**src/rtl/npc_mem_arbiter.sv**
```systemverilog
// -----------------------------------------------------------------------------
// NpcMemArbiter (module npc_mem_arbiter)
//
// Shares one single-ported memory bus between the IF fetch port and the MEM
// data port of the npc core. Data accesses win over fetches because they belong
// to the instruction already in flight. A granted access is registered onto the
// bus and held there until the memory acknowledges it. The result then goes
// back to the requester with a one-cycle valid pulse. A wait-cycle watchdog
// aborts any access that never completes and raises a sticky error flag.
//
// Ports
//   clk, rst      clock and asynchronous active-high reset
//   if_req_i      fetch request, held until if_valid_o
//   if_addr_i     fetch address
//   if_inst_o     fetched instruction (registered)
//   if_valid_o    one-cycle fetch-complete pulse
//   d_req_i       data request, held until d_valid_o
//   d_we_i        1 = write, 0 = read
//   d_addr_i      data address
//   d_wdata_i     write data
//   d_wmask_i     byte write enables
//   d_rdata_o     read data (registered)
//   d_valid_o     one-cycle data-complete pulse
//   hold_flag_o   stall request to the core
//   bus_req_o     bus transaction valid
//   bus_we_o      bus write
//   bus_addr_o    bus address
//   bus_wdata_o   bus write data
//   bus_wmask_o   bus byte enables
//   bus_rdata_i   bus read data, valid with bus_ack_i
//   bus_ack_i     bus transaction complete
//   timeout_o     sticky watchdog error flag
//
// DATA_W must be 32 or 64. MAX_WAIT must be at least 1.
// -----------------------------------------------------------------------------
module npc_mem_arbiter #(
  parameter int ADDR_W   = 32,
  parameter int DATA_W   = 64,
  parameter int INST_W   = 32,
  parameter int MAX_WAIT = 15
) (
  input  logic                clk,
  input  logic                rst,

  input  logic                if_req_i,
  input  logic [ADDR_W-1:0]   if_addr_i,
  output logic [INST_W-1:0]   if_inst_o,
  output logic                if_valid_o,

  input  logic                d_req_i,
  input  logic                d_we_i,
  input  logic [ADDR_W-1:0]   d_addr_i,
  input  logic [DATA_W-1:0]   d_wdata_i,
  input  logic [DATA_W/8-1:0] d_wmask_i,
  output logic [DATA_W-1:0]   d_rdata_o,
  output logic                d_valid_o,

  output logic                hold_flag_o,

  output logic                bus_req_o,
  output logic                bus_we_o,
  output logic [ADDR_W-1:0]   bus_addr_o,
  output logic [DATA_W-1:0]   bus_wdata_o,
  output logic [DATA_W/8-1:0] bus_wmask_o,
  input  logic [DATA_W-1:0]   bus_rdata_i,
  input  logic                bus_ack_i,

  output logic                timeout_o
);

  localparam int MASK_W = DATA_W / 8;
  localparam int CNT_W  = (MAX_WAIT > 0) ? $clog2(MAX_WAIT + 1) : 1;

  localparam logic [CNT_W-1:0]  WAIT_LIMIT = CNT_W'(MAX_WAIT);
  localparam logic [INST_W-1:0] NOP_INST   = INST_W'(32'h0000_0013);

  typedef enum logic [2:0] {
    IDLE,
    BUSY_D,
    BUSY_I,
    DONE_D,
    DONE_I
  } state_t;

  state_t            state;
  logic [CNT_W-1:0]  wait_cnt;
  logic [INST_W-1:0] fetch_word;
  logic              wait_expired;

  // Pick the instruction word out of the bus beat. On a 64-bit bus, address
  // bit 2 of the fetch (still held on bus_addr_o) selects the upper or lower word.
  generate
    if (DATA_W == 64) begin : g_wide_bus
      assign fetch_word = bus_addr_o[2] ? bus_rdata_i[32 +: INST_W]
                                        : bus_rdata_i[INST_W-1:0];
    end else begin : g_narrow_bus
      assign fetch_word = bus_rdata_i[INST_W-1:0];
    end
  endgenerate

  // The watchdog fires on the (MAX_WAIT+1)-th BUSY cycle without an ack.
  // Because it fires at the limit, the counter never needs to wrap.
  assign wait_expired = (wait_cnt == WAIT_LIMIT);

  // Stall while a request is pending. The stall drops in the DONE cycle, when
  // the matching valid pulse is up.
  assign hold_flag_o = (d_req_i & ~d_valid_o) | (if_req_i & ~if_valid_o);

  // Arbitration FSM. It owns every registered output: the bus registers, the
  // results returned to each requester, the valid pulses, and the watchdog.
  always_ff @(posedge clk or posedge rst) begin
    if (rst) begin
      state       <= IDLE;
      wait_cnt    <= '0;
      bus_req_o   <= 1'b0;
      bus_we_o    <= 1'b0;
      bus_addr_o  <= '0;
      bus_wdata_o <= '0;
      bus_wmask_o <= '0;
      if_inst_o   <= '0;
      if_valid_o  <= 1'b0;
      d_rdata_o   <= '0;
      d_valid_o   <= 1'b0;
      timeout_o   <= 1'b0;
    end else begin
      case (state)
        IDLE: begin
          wait_cnt <= '0;
          if (d_req_i) begin
            state       <= BUSY_D;
            bus_req_o   <= 1'b1;
            bus_we_o    <= d_we_i;
            bus_addr_o  <= d_addr_i;
            bus_wdata_o <= d_wdata_i;
            bus_wmask_o <= d_wmask_i;
          end else if (if_req_i) begin
            // A fetch is always a read with no byte enables.
            state       <= BUSY_I;
            bus_req_o   <= 1'b1;
            bus_we_o    <= 1'b0;
            bus_addr_o  <= if_addr_i;
            bus_wdata_o <= '0;
            bus_wmask_o <= {MASK_W{1'b0}};
          end
        end

        BUSY_D: begin
          // An ack in the same cycle as the watchdog limit counts as a normal
          // completion, so the ack is checked first.
          if (bus_ack_i) begin
            state     <= DONE_D;
            bus_req_o <= 1'b0;
            d_valid_o <= 1'b1;
            if (!bus_we_o) begin
              d_rdata_o <= bus_rdata_i;
            end
          end else if (wait_expired) begin
            state     <= DONE_D;
            bus_req_o <= 1'b0;
            d_valid_o <= 1'b1;
            timeout_o <= 1'b1;
            if (!bus_we_o) begin
              d_rdata_o <= '0;
            end
          end else begin
            wait_cnt <= wait_cnt + CNT_W'(1);
          end
        end

        BUSY_I: begin
          // An aborted fetch hands the core a NOP so that it can continue.
          if (bus_ack_i) begin
            state      <= DONE_I;
            bus_req_o  <= 1'b0;
            if_valid_o <= 1'b1;
            if_inst_o  <= fetch_word;
          end else if (wait_expired) begin
            state      <= DONE_I;
            bus_req_o  <= 1'b0;
            if_valid_o <= 1'b1;
            if_inst_o  <= NOP_INST;
            timeout_o  <= 1'b1;
          end else begin
            wait_cnt <= wait_cnt + CNT_W'(1);
          end
        end

        DONE_D: begin
          // Requests are ignored here. This gives the requester one cycle to
          // drop its request before the next grant.
          d_valid_o <= 1'b0;
          state     <= IDLE;
        end

        DONE_I: begin
          if_valid_o <= 1'b0;
          state      <= IDLE;
        end

        default: begin
          state <= IDLE;
        end
      endcase
    end
  end

endmodule

```
**config.mk**
```make
export PLATFORM = sky130hd
export DESIGN_NAME = npc_mem_arbiter
export DESIGN_NICKNAME = d
export VERILOG_FILES = /design/src/rtl/npc_mem_arbiter.sv
export SDC_FILE = /design/constraint.sdc
export NUM_CORES = 1
export LEC_CHECK = 0
export CORE_AREA = 2 2 162 164
export CTS_BUF_LIST = sky130_fd_sc_hd__clkbuf_2
export CTS_CLUSTER_SIZE = 10
export DETAILED_ROUTE_END_ITERATION = 7
export DIE_AREA = 0 0 164 166
export GPL_TIMING_DRIVEN = 0
export PLACE_DENSITY_LB_ADDON = 0.2
export SYNTH_ARGS = -nofsm -noshare
export SYNTH_HDL_FRONTEND = slang
export SYNTH_SLANG_ARGS = --single-unit
```
**constraint.sdc**
```tcl
create_clock -name clk -period 14.62 [get_ports clk]
set_input_delay 2.193 -clock clk [delete_from_list [all_inputs] [get_ports clk]]
set_output_delay 2.193 -clock clk [all_outputs]
set_load 0.01 [all_outputs]
```
* After elaboration in Yosys (flattened, before gate mapping)
Index checks and enable logic that the tools add are counted.
** Operators by class
- Mux-type cells :: 34
- Bitwise operators :: 6
- Add/subtract/negate cells :: 1
- Eq/ne operators :: 13
- Reductions and logical operators :: 16
** Operators by type and width (count)
- $mux 64 :: 6
- $mux 32 :: 5
- $mux 3 :: 6
- $mux 8 :: 2
- $reduce_and 3->1 :: 4
- $reduce_bool 2->1 :: 5
- $ne 3x3->1 const B :: 3
- $pmux 3 s3 :: 1
- $mux 1 :: 8
- $mux 4 :: 2
- $ne 2x2->1 const B :: 4
- $pmux 4 s2 :: 1
- $reduce_and 2->1 :: 4
- $eq 3x2->1 const B :: 2
- $pmux 1 s2 :: 3
- $add 4x1->4 const B :: 1
- $eq 4x4->1 const B :: 1
- $reduce_and 4->1 :: 1
- $eq 3x1->1 const B :: 1
- $eq 3x3->1 const B :: 1
- $logic_not 3->1 :: 1
- $ne 3x1->1 const B :: 1
- $not 1->1 :: 3
- $and 1x1->1 :: 2
- 2 further kinds :: 2
** Word-level totals
- Input bits :: 206
- Output and inout port bits :: 206
- Register bits :: 212
- Word-level logic and storage cells :: 82

* Logic depth before layout (Yosys ltp)
Gate-level depths: netlist (run 1).
- Depth after elaboration :: 4
- Depth in mapped cells :: 6
- Depth with buffers taken out :: 5

* Least setup slack after synthesis (run 1)
Ideal clock, no wire load.
- Path type :: in2out
- Start point :: input port d_req_i
- End point :: output port hold_flag_o
- Required time :: 12.427 ns
- Buffers on the path :: 1
- Arrival time :: 2.696 ns
- Setup slack :: 9.731 ns
- Cell stages on the path :: 3
- Path through :: buf_2 inv_1 o22ai_1
** On the way
- Word-level cells in the longest chain between the ends :: 2
** RTL lines
- start, declared :: RTL line 50 : input logic d_req_i,
- $and 1x1->1 :: RTL line 107 : assign hold_flag_o = (d_req_i & ~d_valid_o) | (if_req_i & ~if_valid_o);
- $or 1x1->1 :: RTL line 107
- end, declared :: RTL line 58 : output logic hold_flag_o,
Every way passes these cells.

* Worst setup path after layout (run 1)
- Start point :: input port if_req_i
- End point :: output port hold_flag_o
** On the way
- Word-level cells in the longest chain between the ends :: 2
** RTL lines
- start, declared :: RTL line 45 : input logic if_req_i,
- $and 1x1->1 :: RTL line 107
- $or 1x1->1 :: RTL line 107
Every way passes these cells.

==> flow_metrics.env, run 1 <==
export IMPL_outcome="finished, final reports clean"
export IMPL_yosys_area_top_type_share_pct=62.8
export IMPL_power_density_nw_per_um2=205
export IMPL_period_needed_ps=5640
export IMPL_postCtsResizedCells=0
export IMPL_port_buffers=410
export IMPL_slew_violations=0
export IMPL_cp_arrival_ps=3450
export IMPL_ios=412
export IMPL_drt_iter0_drc=358
export IMPL_crit_family="buffers and inverters"
export IMPL_syn_nets=789
export IMPL_drc=0
export IMPL_dpl_worst_slack_ps=8960
export IMPL_ys_types=38
export IMPL_vias=7072
export IMPL_netlist_top_cells_count="212 x dfrtp_1, 137 x a22o_1, 67 x mux2_2"
export IMPL_die_area_sq_um=27200
export IMPL_wl_met3_microns=3090
export IMPL_dp_cells=1328
export IMPL_synth_flop_cell="dfrtp_1"
export IMPL_yosysSeqAreaShare_pct=62.8
export IMPL_detail_route_antenna_nets=0
export IMPL_dpl_hpwl_microns=21400
export IMPL_tightestPinTransition_ps=800
export IMPL_die_w_microns=164
export IMPL_synth_edf_count=0
export IMPL_clockRootBuffer="clkbuf_2"
export IMPL_path_clk_slew_ps=90
export IMPL_met2_length_microns=14300
export IMPL_grt_pass1_vias=7624
export IMPL_tns_ps=0
export IMPL_critical_path_class="input pin to output port"
export IMPL_cts_tree="done"
export IMPL_finalHoldViolations=0
export IMPL_cts_sinks=212
export IMPL_yosys_area_top_type="dfrtp_1"
export IMPL_cts_buffer_depth=3
export IMPL_final_period_utilization_pct=38.6
export IMPL_vias_per_cell=4.95
export IMPL_cts_hold_fix_buffers=0
export IMPL_synthArstFlopShare_pct=100
export IMPL_finalWirelength_microns=29300
export IMPL_syn_avg_cell_area_sq_um=14.5
export IMPL_yosys_area_share_xor_xnor_pct=0.104
export IMPL_fin_area_sq_um=13500
export IMPL_grt_max_degree=117
export IMPL_synth_most_common_cell="dfrtp_1"
export IMPL_leakage_nw=6.06
export IMPL_cts_setup_buffers=0
export IMPL_grt_ovfl_total=0
export IMPL_drv_cap=0
export IMPL_crit_required_ps=12430
export IMPL_worst_slack_ps=8980
export IMPL_grt_pass1_wl_microns=44200
export IMPL_synth_top_family_by_area="compound AO/OA/AOI/OAI gates"
export IMPL_path_max_fanout=3
export IMPL_placed_area_sq_um=13000
export IMPL_rows=59
export IMPL_fin_total_pwr_mw=2.76
export IMPL_synth_fa_ha_area_share_pct=0.148
export IMPL_cpMostUsedCell="clkdlybuf4s50_1"
export IMPL_wl_met1_microns=11400
export IMPL_core_area_sq_um=25600
export IMPL_rsz0062_at_grt="false"
export IMPL_crit_chain="clkdlybuf4s50_1 -> inv_1 -> o22ai_1 -> clkdlybuf4s50_1"
export IMPL_vdd_ir_drop_max_uv=92.3
export IMPL_min_path_type="flop to flop"
export IMPL_synth_simple_area_share_pct=2.25
export IMPL_synth_warnings=0
export IMPL_cts_made_buffers=57
export IMPL_startpoint_type="input pin"
export IMPL_min_path_cells=1
export IMPL_fin_cells=1429
export IMPL_max_stage_delay_ps=600
export IMPL_fmax_ghz=0.177
export IMPL_routabilityCongestion=0.825
export IMPL_setup_viol=0
export IMPL_routed_top_layer="met4"
export IMPL_antenna_found_initial=1
export IMPL_die_height_microns=166
export IMPL_area_growth_pct=60.0
export IMPL_first_pass_iters=4
export IMPL_rr_worst_depth=6
export IMPL_whs_ps=479
export IMPL_grt_usage_pct=21.2
export IMPL_drive_gt1_share_pct=17.5
export IMPL_syn_inst=582
export IMPL_crit_slowest_cell="clkdlybuf4s50_1"
export IMPL_clock_skew_ps=31.2
export IMPL_ys_ff_latch=212
export IMPL_htree_num_levels=2
export IMPL_clock_latency_ps=800
export IMPL_end_kind="output port"
export IMPL_yosys_top_cells_area="dfrtp_1 63%, a22o_1 14%, mux2_2 8.9%, mux2i_1 3.7%, o2bb2ai_1 3.0%"
export IMPL_synthMuxAreaShare_pct=12.6
export IMPL_worst_path_stages=4
export IMPL_slew_headroom_pct=46.7
export IMPL_synth_compound_area_share_pct=18.6
export IMPL_netlist_area_sq_um=8450
export IMPL_detail_route_wl_per_cell_microns=20.5
export IMPL_final_util_pct=52.8
export IMPL_start_util_pct=33.0
export IMPL_fin_nets=1259
export IMPL_path_buf_inv=3
path summary, 6_finish.rpt:
check	startpoint	endpoint	slack [ps]
setup / recovery	if_req_i	hold_flag_o	8980
hold / removal	timeout_o	timeout_o	480
setup reg to reg	state[2]	bus_wdata_o[21]	12560
hold reg to reg	timeout_o	timeout_o	480
max in group asynchronous	rst	if_inst_o[2]	11660
min in group asynchronous	rst	bus_wdata_o[1]	1900
registers in the layout, indices dropped and copies added, names as in the netlist:
name	count
state	3
bus_req_o	1
d_valid_o	1
bus_wdata_o	64
bus_addr_o	32
bus_we_o	1
if_inst_o	32
wait_cnt	4
timeout_o	1
d_rdata_o	64
if_valid_o	1
bus_wmask_o	8
cells by family after synthesis:
family,after synthesis
AO/OA/AOI/OAI,182
XOR/XNOR,1
adder cells (fa/ha/maj),1
buffers and inverters,57
flip-flops,212
multiplexers,98
AND/OR/NAND/NOR,31
report_power, final:
part	internal (mW)	switching, mW
Clock	0.170	0.249
Combinational	0.777	0.562
Sequential	0.849	0.158
cell type report:
cell class | instances | area [sq um]
Tap cell | 335 | 419
Clock inverter | 16 | 90.1
Antenna cell | 1 | 2.50
Clock buffer | 84 | 420
Fill cell | 2312 | 12100
Buffer | 49 | 267
Sequential cell | 212 | 5310
Multi-Input combinational cell | 313 | 2840
Timing Repair Buffer | 411 | 4130
Inverter | 8 | 37.5
placed cells by master, fill, tap and decap left out, types with 5 or more instances in the layout:
master and count:
buf_2 24, nand2_1 5, clkbuf_1 17, dfrtp_1 212, nand3_1 6, o2bb2ai_1 29
clkinv_1 12, buf_6 7, mux2i_1 31, a22o_1 137, mux2_2 67, clkdlybuf4s50_1 410
inv_1 7, clkbuf_2 84
layer usage:
layer  GRT usage, %  vias up
li1               -     3195
met1           25.0     3510
met2           35.6      322
met3           8.44       45
met4           5.84        0
met5              0        -
No activity file was read; power rests on OpenSTA's default activity.
==> inputs of run 2 (changes only) <==
- clock period: 14.62 -> 5.1 ns (I/O delays scaled with it)
==> run 2 against run 1 <==
  * Cell area up 0.56%
  * Routed wire length is 0.77% lower
  * Setup slack worse by 6800 ps
  * Hold slack got worse by 100 ps
  * First-iteration DRC count is 19% higher
  * Critical path type unchanged
  * Largest cell class unchanged
==> flow_metrics.env, run 2 (synthesized netlist as in run 1, its figures left out) <==
export IMPL_drv_cap=0
export IMPL_critical_path_class="input pin to output port"
export IMPL_slew_violations=0
export IMPL_port_buffers=410
export IMPL_seqPwrFrac_pct=36.5
export IMPL_tns_ps=0
export IMPL_die_height_microns=166
export IMPL_path_max_fanout=3
export IMPL_leakage_nw=6.10
export IMPL_routabilityCongestion=0.767
export IMPL_area_growth_pct=60.9
export IMPL_dpl_hpwl_microns=21600
export IMPL_antenna_found_initial=3
export IMPL_fmax_ghz=0.347
export IMPL_clock_latency_ps=800
export IMPL_clockRootBuffer="clkbuf_2"
export IMPL_clockPowerShare_pct=14.6
export IMPL_setup_viol=0
export IMPL_drive_gt1_share_pct=18.0
export IMPL_core_area_sq_um=25600
export IMPL_startpoint_type="input pin"
export IMPL_max_stage_delay_ps=630
export IMPL_htree_num_levels=2
export IMPL_slew_headroom_pct=43.3
export IMPL_vias_per_cell=4.98
export IMPL_layout_common_cells="410 x clkdlybuf4s50_1, 212 x dfrtp_1, 137 x a22o_1, 86 x clkbuf_2, 67 x mux2_2"
export IMPL_postCtsResizedCells=0
export IMPL_cts_made_buffers=57
export IMPL_fin_nets=1264
export IMPL_path_buf_inv=3
export IMPL_cts_hold_fix_buffers=0
export IMPL_dp_cells=1333
export IMPL_fin_area_sq_um=13600
export IMPL_crit_slowest_cell="clkdlybuf4s50_1"
export IMPL_grt_pass1_wl_microns=44800
export IMPL_cts_buffer_depth=3
export IMPL_die_area_sq_um=27200
export IMPL_ios=412
export IMPL_first_pass_iters=4
export IMPL_outcome="finished, final reports clean"
export IMPL_cts_tree="done"
export IMPL_regToRegSetupSlack_ps=3060
export IMPL_top_regs="bus_wdata_o: 64 flops, d_rdata_o: 64 flops"
export IMPL_start_util_pct=33.0
export IMPL_grt_pass1_vias=7625
export IMPL_grt_max_degree=41
export IMPL_clock_skew_ps=44.0
export IMPL_rows=59
export IMPL_crit_required_ps=4340
export IMPL_cp_arrival_ps=2120
export IMPL_die_w_microns=164
export IMPL_p_int_mw=5.12
export IMPL_grt_ovfl_total=0
export IMPL_switching_power_mw=2.78
export IMPL_comb_power_share_pct=48.9
export IMPL_cts_sinks=212
export IMPL_swShare_pct=35.2
export IMPL_tightestPinTransition_ps=850
export IMPL_final_common_cell="clkdlybuf4s50_1"
export IMPL_min_path_type="input pin to async pin"
export IMPL_finalHoldViolations=0
export IMPL_detail_route_wl_per_cell_microns=20.2
export IMPL_vdd_ir_drop_max_uv=253
export IMPL_fin_cells=1437
export IMPL_rsz0062_at_grt="false"
export IMPL_final_period_utilization_pct=56.5
export IMPL_grt_usage_pct=21.3
export IMPL_drc=0
export IMPL_path_clk_slew_ps=100
export IMPL_vias=7151
export IMPL_placed_area_sq_um=13100
export IMPL_period_needed_ps=2880
export IMPL_detail_route_antenna_nets=0
export IMPL_crit_family="buffers and inverters"
export IMPL_cpMostUsedCell="clkdlybuf4s50_1"
export IMPL_end_kind="output port"
export IMPL_drt_iter0_drc=426
export IMPL_power_density_nw_per_um2=581
export IMPL_cts_setup_buffers=0
export IMPL_finalWirelength_microns=29100
export IMPL_crit_chain="clkdlybuf4s50_1 -> inv_1 -> o22ai_1 -> clkdlybuf4s50_1"
==> run 2: cell types whose count changed in the layout (fill, tap and decap cells not counted) <==
cell	change
buf_16	-1
bufinv_16	-1
clkinvlp_4	+1
diode_2	+1
inv_2	+1
inv_8	-1
clkbuf_2	+2
buf_12	+6
==> run 2: worst paths after layout <==
path,cells past startpoint,to,startpoint
max in group asynchronous,5,bus_wdata_o[3],rst
worst min-delay path,2,wait_cnt[0],rst
worst max-delay path,4,hold_flag_o,if_req_i
worst max register to register,6,bus_wdata_o[50],state[2]
min in group clk,1,timeout_o,timeout_o
worst min register to register,1,timeout_o,timeout_o
==> run 2: per-stage QoR <==
step	hold slack, ps	util, %	setup WS (ps)	power, mW
floorplan	473	-	1580	4.61
global placement	465	50.6	-228	6.75
detailed placement	465	51.1	2180	6.79
CTS	284	53.0	2150	8.02
global route	321	53.1	2060	8.41
finish	375	53.1	2220	7.90
==> run 2: final cells by class <==
| type | count | area (sq um) |
|---|---|---|
| multi-input combinational | 313 | 2840 |
| buffer | 49 | 267 |
| clock buffer | 86 | 430 |
| inverter | 8 | 33.8 |
| sequential | 212 | 5310 |
| fill | 2294 | 12000 |
| timing repair buffer | 416 | 4220 |
| clock inverter | 16 | 63.8 |
| antenna | 2 | 5.00 |
| tap | 335 | 419 |
==> run 2: routing by layer <==
metal | vias up | track usage [%] | part of all wire, % | wire [microns]
met1 | 3544 | 25.1 | 38 | 11200
met5 | - | 0 | 0 | 0
met4 | 0 | 7.70 | 2.9 | 837
met3 | 62 | 8.49 | 11 | 3100
met2 | 334 | 35.1 | 48 | 13900
li1 | 3211 | - | - | -
==> run 2: worst register-to-register path, cell delays in order (launching register included) <==
cell,delay [ps]
dfrtp_1,410
buf_2,200
nor3_2,310
o21ai_1,300
buf_2,300
buf_2,220
a22o_1,200
==> run 2: power by group through the flow <==
stage          Sequential [mW]  Combinational, mW  Clock (mW)
3_3_place_gp              2.88               3.86           0
5_1_grt                   2.97               4.14        1.31
2_1_floorplan             3.19               1.42           0
6_report                  2.88               3.86        1.16
3_5_place_dp              2.88               3.91           0
4_1_cts                   2.88               3.92        1.22
==> inputs of run 3 (changes only) <==
- clock period: 5.1 -> 3 ns (I/O delays scaled with it)
==> run 3 against run 2 <==
  * Cell count about the same
  * Sequential cell count unchanged
  * Power up 70%
  * Via count up 0.41%
  * Hold slack worse by 190 ps
  * Cell area about the same
  * Sequential share of layout area about the same
  * Core utilization about the same
  * Clock skew up 3.9 ps
  * Clock power up 69%
  * Critical endpoint unchanged
  * Largest cell class unchanged
  * Largest power group unchanged
==> flow_metrics.env, run 3 (synthesized netlist as in run 1, its figures left out) <==
export IMPL_die_height_microns=166
export IMPL_path_buf_inv=1
export IMPL_drive_gt1_share_pct=18.0
export IMPL_grt_usage_pct=21.3
export IMPL_fin_total_pwr_mw=13.4
export IMPL_use_met3_pct=8.49
export IMPL_clock_skew_ps=47.9
export IMPL_max_stage_delay_ps=630
export IMPL_detail_route_wl_per_cell_microns=20.3
export IMPL_worst_slack_ps=527
export IMPL_finalHoldViolations=0
export IMPL_power_density_nw_per_um2=987
export IMPL_top_usage_layer="met2"
export IMPL_grt_pass1_vias=7630
export IMPL_setup_viol=0
export IMPL_final_period_utilization_pct=82.4
export IMPL_tns_ps=0
export IMPL_die_area_sq_um=27200
export IMPL_cts_made_buffers=57
export IMPL_final_common_cell="clkdlybuf4s50_1"
export IMPL_fmax_ghz=0.404
export IMPL_crit_family="buffers and inverters"
export IMPL_rows=59
export IMPL_grt_pass1_wl_microns=44800
export IMPL_drc=0
export IMPL_slew_headroom_pct=43.8
export IMPL_top_regs="bus_wdata_o: 64 flops, d_rdata_o: 64 flops"
export IMPL_period_needed_ps=2470
export IMPL_crit_slowest_cell="clkdlybuf4s50_1"
export IMPL_cts_tree="done"
export IMPL_grt_ovfl_total=0
export IMPL_grt_max_degree=41
export IMPL_clock_latency_ps=800
export IMPL_final_util_pct=53.1
export IMPL_path_max_fanout=3
export IMPL_leakage_nw=6.10
export IMPL_layout_common_cells="410 x clkdlybuf4s50_1, 212 x dfrtp_1, 137 x a22o_1, 86 x clkbuf_2, 67 x mux2_2"
export IMPL_cts_setup_buffers=0
export IMPL_first_pass_iters=4
export IMPL_fin_nets=1265
export IMPL_use_met1_pct=25.1
export IMPL_port_buffers=410
export IMPL_tightestPinTransition_ps=842
export IMPL_detail_route_antenna_nets=0
export IMPL_drv_cap=0
export IMPL_whs_ps=182
export IMPL_vias=7180
export IMPL_slew_violations=0
export IMPL_outcome="finished, final reports clean"
export IMPL_vdd_ir_drop_max_uv=430
export IMPL_finalWirelength_microns=29100
export IMPL_path_clk_slew_ps=100
export IMPL_start_util_pct=33.0
export IMPL_use_met2_pct=35.1
export IMPL_drt_iter0_drc=441
export IMPL_htree_num_levels=2
export IMPL_rsz0062_at_grt="false"
export IMPL_crit_required_ps=2550
export IMPL_cts_buffer_depth=3
export IMPL_antenna_found_initial=3
export IMPL_vias_per_cell=4.99
export IMPL_critical_path_class="flop to output port"
export IMPL_crit_chain="o22ai_1 -> clkdlybuf4s50_1"
export IMPL_dpl_worst_slack_ps=566
export IMPL_routabilityCongestion=0.767
export IMPL_end_kind="output port"
export IMPL_area_growth_pct=61.1
export IMPL_startpoint_type="flop"
export IMPL_core_area_sq_um=25600
export IMPL_min_path_type="input pin to flop"
export IMPL_ios=412
export IMPL_clockRootBuffer="clkbuf_2"
export IMPL_die_w_microns=164
export IMPL_dpl_hpwl_microns=21600
export IMPL_cts_sinks=212
export IMPL_cp_arrival_ps=2020
[run 3: changes by cell type in the layout (fill, tap and decap cells not counted), sizes merged]
cell         delta
dlygate4sd3     +1
[run 3: tightest hold or removal path: stages]
cell and delay (ps):
buf_2 200, mux2_2 180, mux2_2 130
[run 3: cell type report]
cell class	instances	area (sq um)
Multi-Input combinational cell	313	2840
Inverter	8	33.8
Timing Repair Buffer	417	4230
Antenna cell	2	5.00
Buffer	49	267
Clock buffer	86	430
Sequential cell	212	5310
Clock inverter	16	63.8
Fill cell	2294	12000
Tap cell	335	419
[run 3: path summary, 6_finish.rpt]
path	startpoint	end	slack [ps]	depth (start not counted)
min in group asynchronous	rst	wait_cnt[0]	610	3
max in group asynchronous	rst	bus_wdata_o[3]	1320	6
min	d_req_i	bus_addr_o[31]	180	3
max	d_valid_o	hold_flag_o	530	2
min reg2reg	timeout_o	timeout_o	480	1
max reg2reg	state[2]	bus_wdata_o[50]	950	6
[run 3: stage by stage]
stage	instance area (sq um)	std cells
2_1_floorplan	8450	582
4_1_cts	13600	1436
3_5_place_dp	13100	1333
5_1_grt	13600	1438
6_report	13600	1438
3_3_place_gp	13000	1327
[run 3: power by group]
group          switching, mW  internal, mW
clock                   1.20         0.761
sequential             0.757          4.14
combinational           2.77          3.80
total                   4.73          8.70
[run 3: metal layers]
metal	vias to the layer above	routed length, microns
li1	3217	-
met1	3548	11300
met2	350	13900
met3	65	3090
met4	0	865
met5	-	0
[run 3: repair_timing]
action                    4_1_cts  5_1_grt
hold buffers                    1        0
gates resized for setup         0        0
hold endpoints to repair       21        0
